**src/rtl/bcd_conv_hs.sv**
```systemverilog
// Handshaked binary-to-BCD converter using double-dabble, one add-3/shift step per clock.
// Optional two's-complement input yields sign + magnitude; sticky overflow and digit count.
`timescale 1ns/1ps
module bcd_conv_hs #(
  parameter int unsigned LEN    = 8,
  parameter int unsigned DIGITS = 3,
  parameter bit          SIGNED = 1'b0
) (
  input  logic                           clk,
  input  logic                           rst,
  input  logic                           in_valid,
  output logic                           in_ready,
  input  logic [LEN-1:0]                 in_data,
  output logic                           out_valid,
  input  logic                           out_ready,
  output logic [4*DIGITS-1:0]            out_bcd,
  output logic                           out_neg,
  output logic                           out_ovfl,
  output logic [$clog2(DIGITS+1)-1:0]    out_ndig
);

  localparam int unsigned CW = $clog2(LEN + 1);
  localparam int unsigned BW = 4 * DIGITS;
  localparam int unsigned NW = $clog2(DIGITS + 1);
  localparam logic [CW-1:0] CtrLast = CW'(LEN - 1);

  typedef enum logic [1:0] {StIdle, StConv, StDone} state_e;

  state_e         state_q, state_d;
  logic [CW-1:0]  ctr_q, ctr_d;
  logic [LEN-1:0] bin_q, bin_d;
  logic [BW-1:0]  bcd_q, bcd_d;
  logic           neg_q, neg_d;
  logic           ovfl_q, ovfl_d;

  logic [BW-1:0]  adj;
  logic [BW-1:0]  step_bcd;
  logic           step_out;
  logic [NW-1:0]  ndig;
  logic           in_neg;
  logic [LEN-1:0] mag;
  logic           load_out;

  assign in_neg = SIGNED && in_data[LEN-1];
  // -(-2**(LEN-1)) wraps to 2**(LEN-1), which is the correct unsigned magnitude
  assign mag    = in_neg ? (~in_data + LEN'(1)) : in_data;

  always_comb begin
    adj = bcd_q;
    for (int i = 0; i < DIGITS; i++) begin
      if (bcd_q[4*i +: 4] >= 4'd5) adj[4*i +: 4] = bcd_q[4*i +: 4] + 4'd3;
    end
    {step_out, step_bcd} = {adj, bin_q[LEN-1]};
  end

  // Digit count of the value about to be loaded (result of the final step)
  always_comb begin
    ndig = NW'(1);
    for (int i = 1; i < DIGITS; i++) begin
      if (step_bcd[4*i +: 4] != 4'd0) ndig = NW'(i + 1);
    end
    if (ovfl_q | step_out) ndig = NW'(DIGITS);
  end

  always_comb begin
    state_d  = state_q;
    ctr_d    = ctr_q;
    bin_d    = bin_q;
    bcd_d    = bcd_q;
    neg_d    = neg_q;
    ovfl_d   = ovfl_q;
    in_ready = 1'b0;
    load_out = 1'b0;
    unique case (state_q)
      StIdle: begin
        in_ready = 1'b1;
        if (in_valid) begin
          bin_d   = mag;
          neg_d   = in_neg;
          bcd_d   = '0;
          ovfl_d  = 1'b0;
          ctr_d   = '0;
          state_d = StConv;
        end
      end
      StConv: begin
        bin_d  = bin_q << 1;
        bcd_d  = step_bcd;
        ovfl_d = ovfl_q | step_out;
        ctr_d  = ctr_q + CW'(1);
        if (ctr_q == CtrLast) begin
          state_d  = StDone;
          load_out = 1'b1;
        end
      end
      StDone: begin
        if (out_ready) state_d = StIdle;
      end
      default: state_d = StIdle;
    endcase
  end

  assign out_valid = (state_q == StDone);

  always_ff @(posedge clk) begin
    if (rst) begin
      state_q  <= StIdle;
      ctr_q    <= '0;
      bin_q    <= '0;
      bcd_q    <= '0;
      neg_q    <= 1'b0;
      ovfl_q   <= 1'b0;
      out_bcd  <= '0;
      out_neg  <= 1'b0;
      out_ovfl <= 1'b0;
      out_ndig <= '0;
    end else begin
      state_q <= state_d;
      ctr_q   <= ctr_d;
      bin_q   <= bin_d;
      bcd_q   <= bcd_d;
      neg_q   <= neg_d;
      ovfl_q  <= ovfl_d;
      if (load_out) begin
        out_bcd  <= step_bcd;
        out_neg  <= neg_q;
        out_ovfl <= ovfl_q | step_out;
        out_ndig <= ndig;
      end
    end
  end

endmodule

```
**config.mk**
```make
export PLATFORM = sky130hd
export DESIGN_NAME = bcd_conv_hs
export DESIGN_NICKNAME = d
export VERILOG_FILES = /design/src/rtl/bcd_conv_hs.sv
export SDC_FILE = /design/constraint.sdc
export NUM_CORES = 1
export LEC_CHECK = 0
export BUFFER_PORTS_ARGS = -buffer_cell sky130_fd_sc_hd__buf_2
export CAP_MARGIN = 40
export CORE_ASPECT_RATIO = 0.5
export CORE_MARGIN = 2
export CORE_UTILIZATION = 25
export DETAILED_ROUTE_END_ITERATION = 10
export PLACE_DENSITY = 0.51
export SKIP_LAST_GASP = 1
export SYNTH_ARGS = -nofsm -noshare
export SYNTH_HDL_FRONTEND = slang
export SYNTH_SLANG_ARGS = --single-unit
```
**constraint.sdc**
```tcl
create_clock -name clk -period 2.21 [get_ports clk]
set_input_delay 0.1105 -clock clk [delete_from_list [all_inputs] [get_ports clk]]
set_output_delay 0.1105 -clock clk [all_outputs]
set_load 0.1 [all_outputs]
```
==> results of run 1 <==
final cells by class:
cell class / instances / share of cell area [%]
multi-input combinational: 183 / 43.9
sequential: 42 / 35.1
timing repair buffer: 34 / 7.89
clock buffer: 6 / 5.80
tap: 108 / 5.64
inverter: 7 / 1.10
clock inverter: 2 / 0.522
report_power, final:
part / switching, mW / internal [mW] / total (mW)
registers: 0.0119 / 0.775 / 0.786
logic: 0.0861 / 0.0418 / 0.128
clock network: 0.299 / 0.447 / 0.746
total: 0.397 / 1.26 / 1.66
through the flow:
| step | hold WS, ns | util, % | std cells | setup slack [ns] | power (mW) |
|---|---|---|---|---|---|
| 6_report | 0.0950 | 32.0 | 382 | 0.252 | 1.66 |
| 5_1_grt | 0.130 | 32.0 | 382 | 0.106 | 1.73 |
| 4_1_cts | 0.0885 | 31.9 | 382 | 0.205 | 1.68 |
| 3_5_place_dp | 0.392 | 29.9 | 374 | 0.209 | 0.932 |
| 3_3_place_gp | 0.370 | 29.8 | 373 | 0.326 | 0.924 |
| 2_1_floorplan | 0.283 | - | 248 | 0.324 | 0.897 |
logic make-up after synthesis:
| family | after synthesis |
|---|---|
| other | 1 |
| XOR/XNOR | 3 |
| buffers and inverters | 23 |
| multiplexers | 3 |
| flip-flops | 42 |
| AND/OR/NAND/NOR | 113 |
| adder cells (fa/ha/maj) | 7 |
| AO/OA/AOI/OAI | 56 |
critical path, cell delays in order, from the launching register on:
cell	delay (ns)
dfxtp_1	0.35
inv_1	0.08
ha_1	0.17
nand2b_2	0.20
a21oi_4	0.19
mux2i_1	0.16
or4b_1	0.56
a211oi_2	0.18
cell usage after synthesis (3+ instances only):
library cell and n:
ha_1 7, a22oi_1 12, clkbuf_1 14, nor2_1 52
a21oi_1 24, o21ai_0 8, nand2b_1 6, nor3_1 15
mux2i_1 3, xnor2_1 3, inv_1 7, a211oi_1 4
nor2b_1 8, dfxtp_1 42, nand3_1 3, nand2_1 17
nor3b_1 4
flip-flops by register name (all words and copies together) (netlist names):
name      count
ovfl_q        1
ctr_q         4
out_bcd      12
out_ndig      2
out_ovfl      1
state_q       2
bin_q         8
bcd_q        12
layout by cell type, fill, tap and decap left out, drive strengths merged, types with 2 or more instances in the layout:
cell / n
a22oi: 12
clkbuf: 6
xnor2: 3
nand3: 3
dfxtp: 42
inv: 7
buf: 34
or2: 2
a211oi: 5
nor2b: 8
a21oi: 25
o21ai: 8
nand2b: 7
mux2i: 3
ha: 7
nor2: 52
nor3: 15
nand2: 17
nor3b: 4
final timing paths:
| path | from | to | slack [ns] | cells past startpoint |
|---|---|---|---|---|
| max | bcd_q[5]$_SDFFE_PP0P_ | out_ndig[0]$_SDFFE_PP0P_ | 0.25 | 7 |
| min | out_ready | state_q[1]$_SDFFE_PP0P_ | 0.1 | 3 |
| max reg2reg | bcd_q[5]$_SDFFE_PP0P_ | out_ndig[0]$_SDFFE_PP0P_ | 0.25 | 7 |
| min reg2reg | out_bcd[1]$_SDFFE_PP0P_ | out_bcd[1]$_SDFFE_PP0P_ | 0.46 | 2 |
per-layer routing:
metal / up-vias / GRT usage, % / wire length (µm)
met5: - / 0 / 0
met4: 0 / 4.70 / 53
met3: 4 / 3.05 / 145
met2: 21 / 19.6 / 2060
met1: 833 / 14.6 / 2370
li1: 898 / - / -
repair_timing:
item,CTS,global route
gates resized for setup,0,1
hold endpoints to repair,0,0
setup endpoints to repair,0,1
==> qor.yml, run 1 <==
slew_viol_final: 0
final_nets: 292
start_util_pct: 26.4
die_x_um: 130
placed_area_mm2: 0.00224
grt_first_pass_wirelength_mm: 8.04
finalSetupTns_ns: 0
synth.area.mux_share_pct: 1.52
ys_seq_elements: 42
tightest_slew_ns: 0.790
io_pins: 30
yosysTopAreaCellShare_pct: 42.6
syn-num-nets: 267
drive_above_1_share_pct: 19.0
setup_viol: 0
timing.final.hold_violations: 0
rows: 22
root_buffer: "clkbuf_16"
syn_avg_cell_area_um2: 7.96
clk_latency_ns: 0.28
worstSetupStartpointType: "flip-flop"
cts-hold-fix-buffers: 0
gp_congestion: 0.769
yosysWarnings: 0
cts_buffer_depth: 2
grt_max_degree: 43
vias_per_cell: 4.60
synth_cell_types: 35
max_freq_mhz: 511
synthSimpleGateAreaFrac_pct: 27.0
max_slew_margin_pct: 47.3
vias: 1756
grt_pass1_vias: 1743
syn_area_mm2: 0.00197
crit_arrival_ns: 2.16
track_usage_pct: 11.8
dp_hpwl_mm: 3.26
synthAdderAreaFrac_pct: 4.44
path_clk_slew_ns: 0.06
antenna_found_initial: 0
postCtsSetupBuffers: 0
cts.sinks: 42
die_h_um: 66.8
routedWlPerCell_um: 12.1
worst-path-max-fanout: 4
yosys-top-cells-area: "dfxtp_1, nor2_1, a21oi_1"
syn_to_final_growth_pct: 21.3
synth_compound_area_share_pct: 18.4
fin_crit_ns: 1.96
antenna_cells: 0
path_class: "reg2reg"
ir_drop_uv: 247
io_buffer_count: 28
status: "completed"
fin_skew_ns: 0.00736
synth_edf_count: 0
num-fill-cells: 809
synth_top_family_by_area: "simple AND/OR/NAND/NOR gates"
multiInputGateArea_mm2: 0.00105
cts_tree: "done"
drt_iter0_drc: 101
dr.pass1.iters: 4
endpoint_kind: "flip-flop"
drtAntennaViolNets: 0
synthFlopType: "dfxtp_1"
critical_path_required_ns: 2.41
ys_seq_area_share_pct: 42.6
grt.overflow.total: 0
cts.htree.levels: 2
dieArea_mm2: 0.00867
syn_inst: 248
rsz0062_at_grt: "no"
cts_made_buffers: 5
drv_cap: 0
drt-total-wl_mm: 4.62
synthArstFlopShare_pct: 0
power_density_mw_per_mm2: 693
register_area_um2: 841
worstHoldPathType: "in2reg"
synth_xor_area_share_pct: 1.33
drc: 0
leakage_nw: 0.968
core_mm2: 0.00749
fin_crit_sh_pct: 88.6
final_area_mm2: 0.00239
yosysTopAreaCell: "dfxtp_1"
No activity file was read; power rests on OpenSTA's default activity.
==> run 2, diff against run 1 <==
--- a/config.mk
+++ b/config.mk
@@ -5,11 +5,13 @@
 export SDC_FILE = /design/constraint.sdc
 export NUM_CORES = 1
 export LEC_CHECK = 0
+export ABC_CLOCK_PERIOD_IN_PS = 2210
 export BUFFER_PORTS_ARGS = -buffer_cell sky130_fd_sc_hd__buf_2
 export CAP_MARGIN = 40
 export CORE_ASPECT_RATIO = 0.5
 export CORE_MARGIN = 2
 export CORE_UTILIZATION = 25
+export CTS_BUF_LIST = sky130_fd_sc_hd__clkbuf_8
 export DETAILED_ROUTE_END_ITERATION = 10
 export PLACE_DENSITY = 0.51
 export SKIP_LAST_GASP = 1
==> constraint.sdc (replaced) <==
create_clock -name clk -period 2.21 [get_ports clk]
set_input_delay 0.3315 -clock clk [delete_from_list [all_inputs] [get_ports clk]]
set_output_delay 0.3315 -clock clk [all_outputs]
set_load 0.1 [all_outputs]
==> run 2 against run 1 <==
Against the previous run:
- clock power shrank 18%
- cell count is 0.26% higher
- via count is 0.74% higher
- largest cell class unchanged
==> qor.yml, run 2 (synthesis gave the netlist of run 1 again) <==
die_x_um: 130  # unchanged
critical_path_required_ns: 2.43  # was 2.41 ns
largestRegisters: "bcd_q x12, out_bcd x12, bin_q x8"  # unchanged
routedWlPerCell_um: 11.9  # was 12.1 µm
worst-path-max-fanout: 3  # was 4
fin_skew_ns: 0.0127  # was 0.00736 ns
power_density_mw_per_mm2: 645  # was 693 mW/mm²
io_pins: 30  # unchanged
layout_commonest_cell: "nor2_1"  # unchanged
p_total_mw: 1.52  # was 1.66 mW
multiInputGateArea_mm2: 0.00105  # unchanged
r2r_slack_ns: 0.17  # was 0.25 ns
grt.overflow.total: 0  # unchanged
drc: 0  # unchanged
worstHoldPathType: "in2reg"  # unchanged
slew_viol_final: 0  # unchanged
register_area_um2: 841  # unchanged
crit_chain: "inv_1, ha_1, nand2b_1, a21oi_1, mux2i_2, and4bb_2, a311oi_1"  # was inv_1, ha_1, nand2b_2, a21oi_4, mux2i_1, or4b_1, a211oi_2
ir_drop_uv: 290  # was 247 µV
fin_crit_ns: 2.04  # was 1.96 ns
post_cts_resized: 0  # unchanged
track_usage_pct: 11.7  # was 11.8%
drtAntennaViolNets: 0  # unchanged
cts.htree.levels: 2  # unchanged
p_switching_mw: 0.373  # was 0.397 mW
rsz0062_at_grt: "no"  # unchanged
intPower_mw: 1.15  # was 1.26 mW
p_clk_share_pct: 40.0  # was 44.9%
worstHoldStart: "out_ready"  # unchanged
path_class: "reg2reg"  # unchanged
leakage_nw: 0.953  # was 0.968 nW
drv_cap: 0  # unchanged
finalSetupTns_ns: 0  # unchanged
final_cell_mix: "nor2_1, dfxtp_1, buf_2"  # unchanged
grt_max_degree: 43  # unchanged
slowest_stage: "dfxtp_1"  # was or4b_1
worstSetupStartpointType: "flip-flop"  # unchanged
vias_per_cell: 4.62  # was 4.60
placed_cells: 375  # was 374
endpoint_kind: "flip-flop"  # unchanged
grt_first_pass_wirelength_mm: 7.92  # was 8.04 mm
antenna_found_initial: 0  # unchanged
fin_crit_sh_pct: 92.3  # was 88.6%
io_buffer_count: 28  # unchanged
grt_pass1_vias: 1731  # was 1743
dr.pass1.iters: 4  # unchanged
swShare_pct: 24.6  # was 23.9%
rows: 22  # unchanged
crit_arrival_ns: 2.26  # was 2.16 ns
num-fill-cells: 802  # was 809
timing.final.hold_violations: 0  # unchanged
tightest_slew_ns: 0.597  # was 0.790 ns
dieArea_mm2: 0.00867  # unchanged
cts_tree: "done"  # unchanged
fin_hold_ws_ns: 0.295  # was 0.0950 ns
worstHoldPathCells: 3  # unchanged
max_slew_margin_pct: 60.1  # was 47.3%
gp_congestion: 0.765  # was 0.769
dp_hpwl_mm: 3.18  # was 3.26 mm
reg2reg_from: "bcd_q[9]$_SDFFE_PP0P_"  # was bcd_q[5]$_SDFFE_PP0P_
cts-hold-fix-buffers: 0  # unchanged
die_h_um: 66.8  # unchanged
drt_iter0_drc: 133  # was 101
worstHoldEndpoint: "state_q[1]$_SDFFE_PP0P_"  # unchanged
cts_buffer_depth: 2  # unchanged
antenna_cells: 0  # unchanged
status: "completed"  # unchanged
cts.sinks: 42  # unchanged
p_seq_share_pct: 51.7  # was 47.4%
drive_above_1_share_pct: 18.5  # was 19.0%
root_buffer: "clkbuf_8"  # was clkbuf_16
combPwrFrac_pct: 8.2  # was 7.7%
max_freq_mhz: 490  # was 511 MHz
path_clk_slew_ns: 0.09  # was 0.06 ns
start_util_pct: 26.4  # unchanged
drt-total-wl_mm: 4.57  # was 4.62 mm
fin_cells: 383  # was 382
postCtsSetupBuffers: 0  # unchanged
worstReg2RegEnd: "out_ndig[1]$_SDFFE_PP0P_"  # was out_ndig[0]$_SDFFE_PP0P_
setup_viol: 0  # unchanged
slowest_delay_ns: 0.36  # was 0.56 ns
vias: 1769  # was 1756
reg2reg_depth: 7  # unchanged
syn_to_final_growth_pct: 19.2  # was 21.3%
cts_made_buffers: 5  # unchanged
clk_latency_ns: 0.30  # was 0.28 ns
core_mm2: 0.00749  # unchanged
final_nets: 293  # was 292
==> run 2: changes by cell type in the layout (fill, tap and decap cells not counted), sizes merged <==
cell | before | now
inv | 7 | 9
buf | 34 | 35
bufinv | 0 | 1
clkbuf | 6 | 5
clkinv | 1 | 0
clkinvlp | 1 | 0
==> run 2: how the worst max path moves through the flow <==
stage / start / end / slack, ns / cells after the start
2_1_floorplan: state_q[0]$_SDFFE_PP0P_ / bin_q[0]$_SDFFE_PP0P_ / 0.32 / 5
3_3_place_gp: bcd_q[9]$_SDFFE_PP0P_ / out_ndig[1]$_SDFFE_PP0P_ / 0.33 / 7
3_5_place_dp: bcd_q[9]$_SDFFE_PP0P_ / out_ndig[1]$_SDFFE_PP0P_ / 0.18 / 7
4_1_cts: bcd_q[9]$_SDFFE_PP0P_ / out_ndig[1]$_SDFFE_PP0P_ / 0.16 / 7
5_1_grt: bcd_q[9]$_SDFFE_PP0P_ / out_ndig[1]$_SDFFE_PP0P_ / 0.0009 / 7
6_report: bcd_q[9]$_SDFFE_PP0P_ / out_ndig[1]$_SDFFE_PP0P_ / 0.17 / 7
==> run 2: area by class of cell <==
class	count	share of cell area (%)
well taps	108	5.74
flip-flops and latches	42	35.7
multi-input cells	183	44.7
repair buffers	35	8.19
clock inverters	3	1.59
clock buffers	5	2.92
inverters	7	1.12
==> run 2: routing by layer <==
metal,share of wire (%),global-route usage (%),vias to the layer above
met5,0,0,-
met4,1.5,4.57,0
met3,6.4,3.45,7
met2,44,19.0,52
met1,48,14.5,815
li1,-,-,895
==> run 2: power by group through the flow <==
| stage | sequential (mW) | combinational [mW] | clock [mW] |
|---|---|---|---|
| 2_1_floorplan | 0.800 | 0.0975 | 0 |
| 3_3_place_gp | 0.802 | 0.122 | 0 |
| 3_5_place_dp | 0.803 | 0.126 | 0 |
| 4_1_cts | 0.785 | 0.127 | 0.625 |
| 5_1_grt | 0.788 | 0.142 | 0.660 |
| 6_report | 0.785 | 0.125 | 0.608 |
==> run 2: critical path: cells and delay by family (launching register included) <==
kind,cells,cell delay [ns]
simple gates,2,0.43
fa+ha+maj,1,0.17
compound gates,2,0.59
buf+inv,1,0.09
mux,1,0.31
flops,1,0.36
==> run 2: metrics by stage <==
step	instance area [µm²]	setup WS [ns]	util, %
after global placement	2240	0.329	29.9
after floorplan	1980	0.324	-
after global routing	2350	0.000918	31.4
final	2350	0.171	31.4
after detailed placement	2240	0.176	30.0
after CTS	2350	0.161	31.4
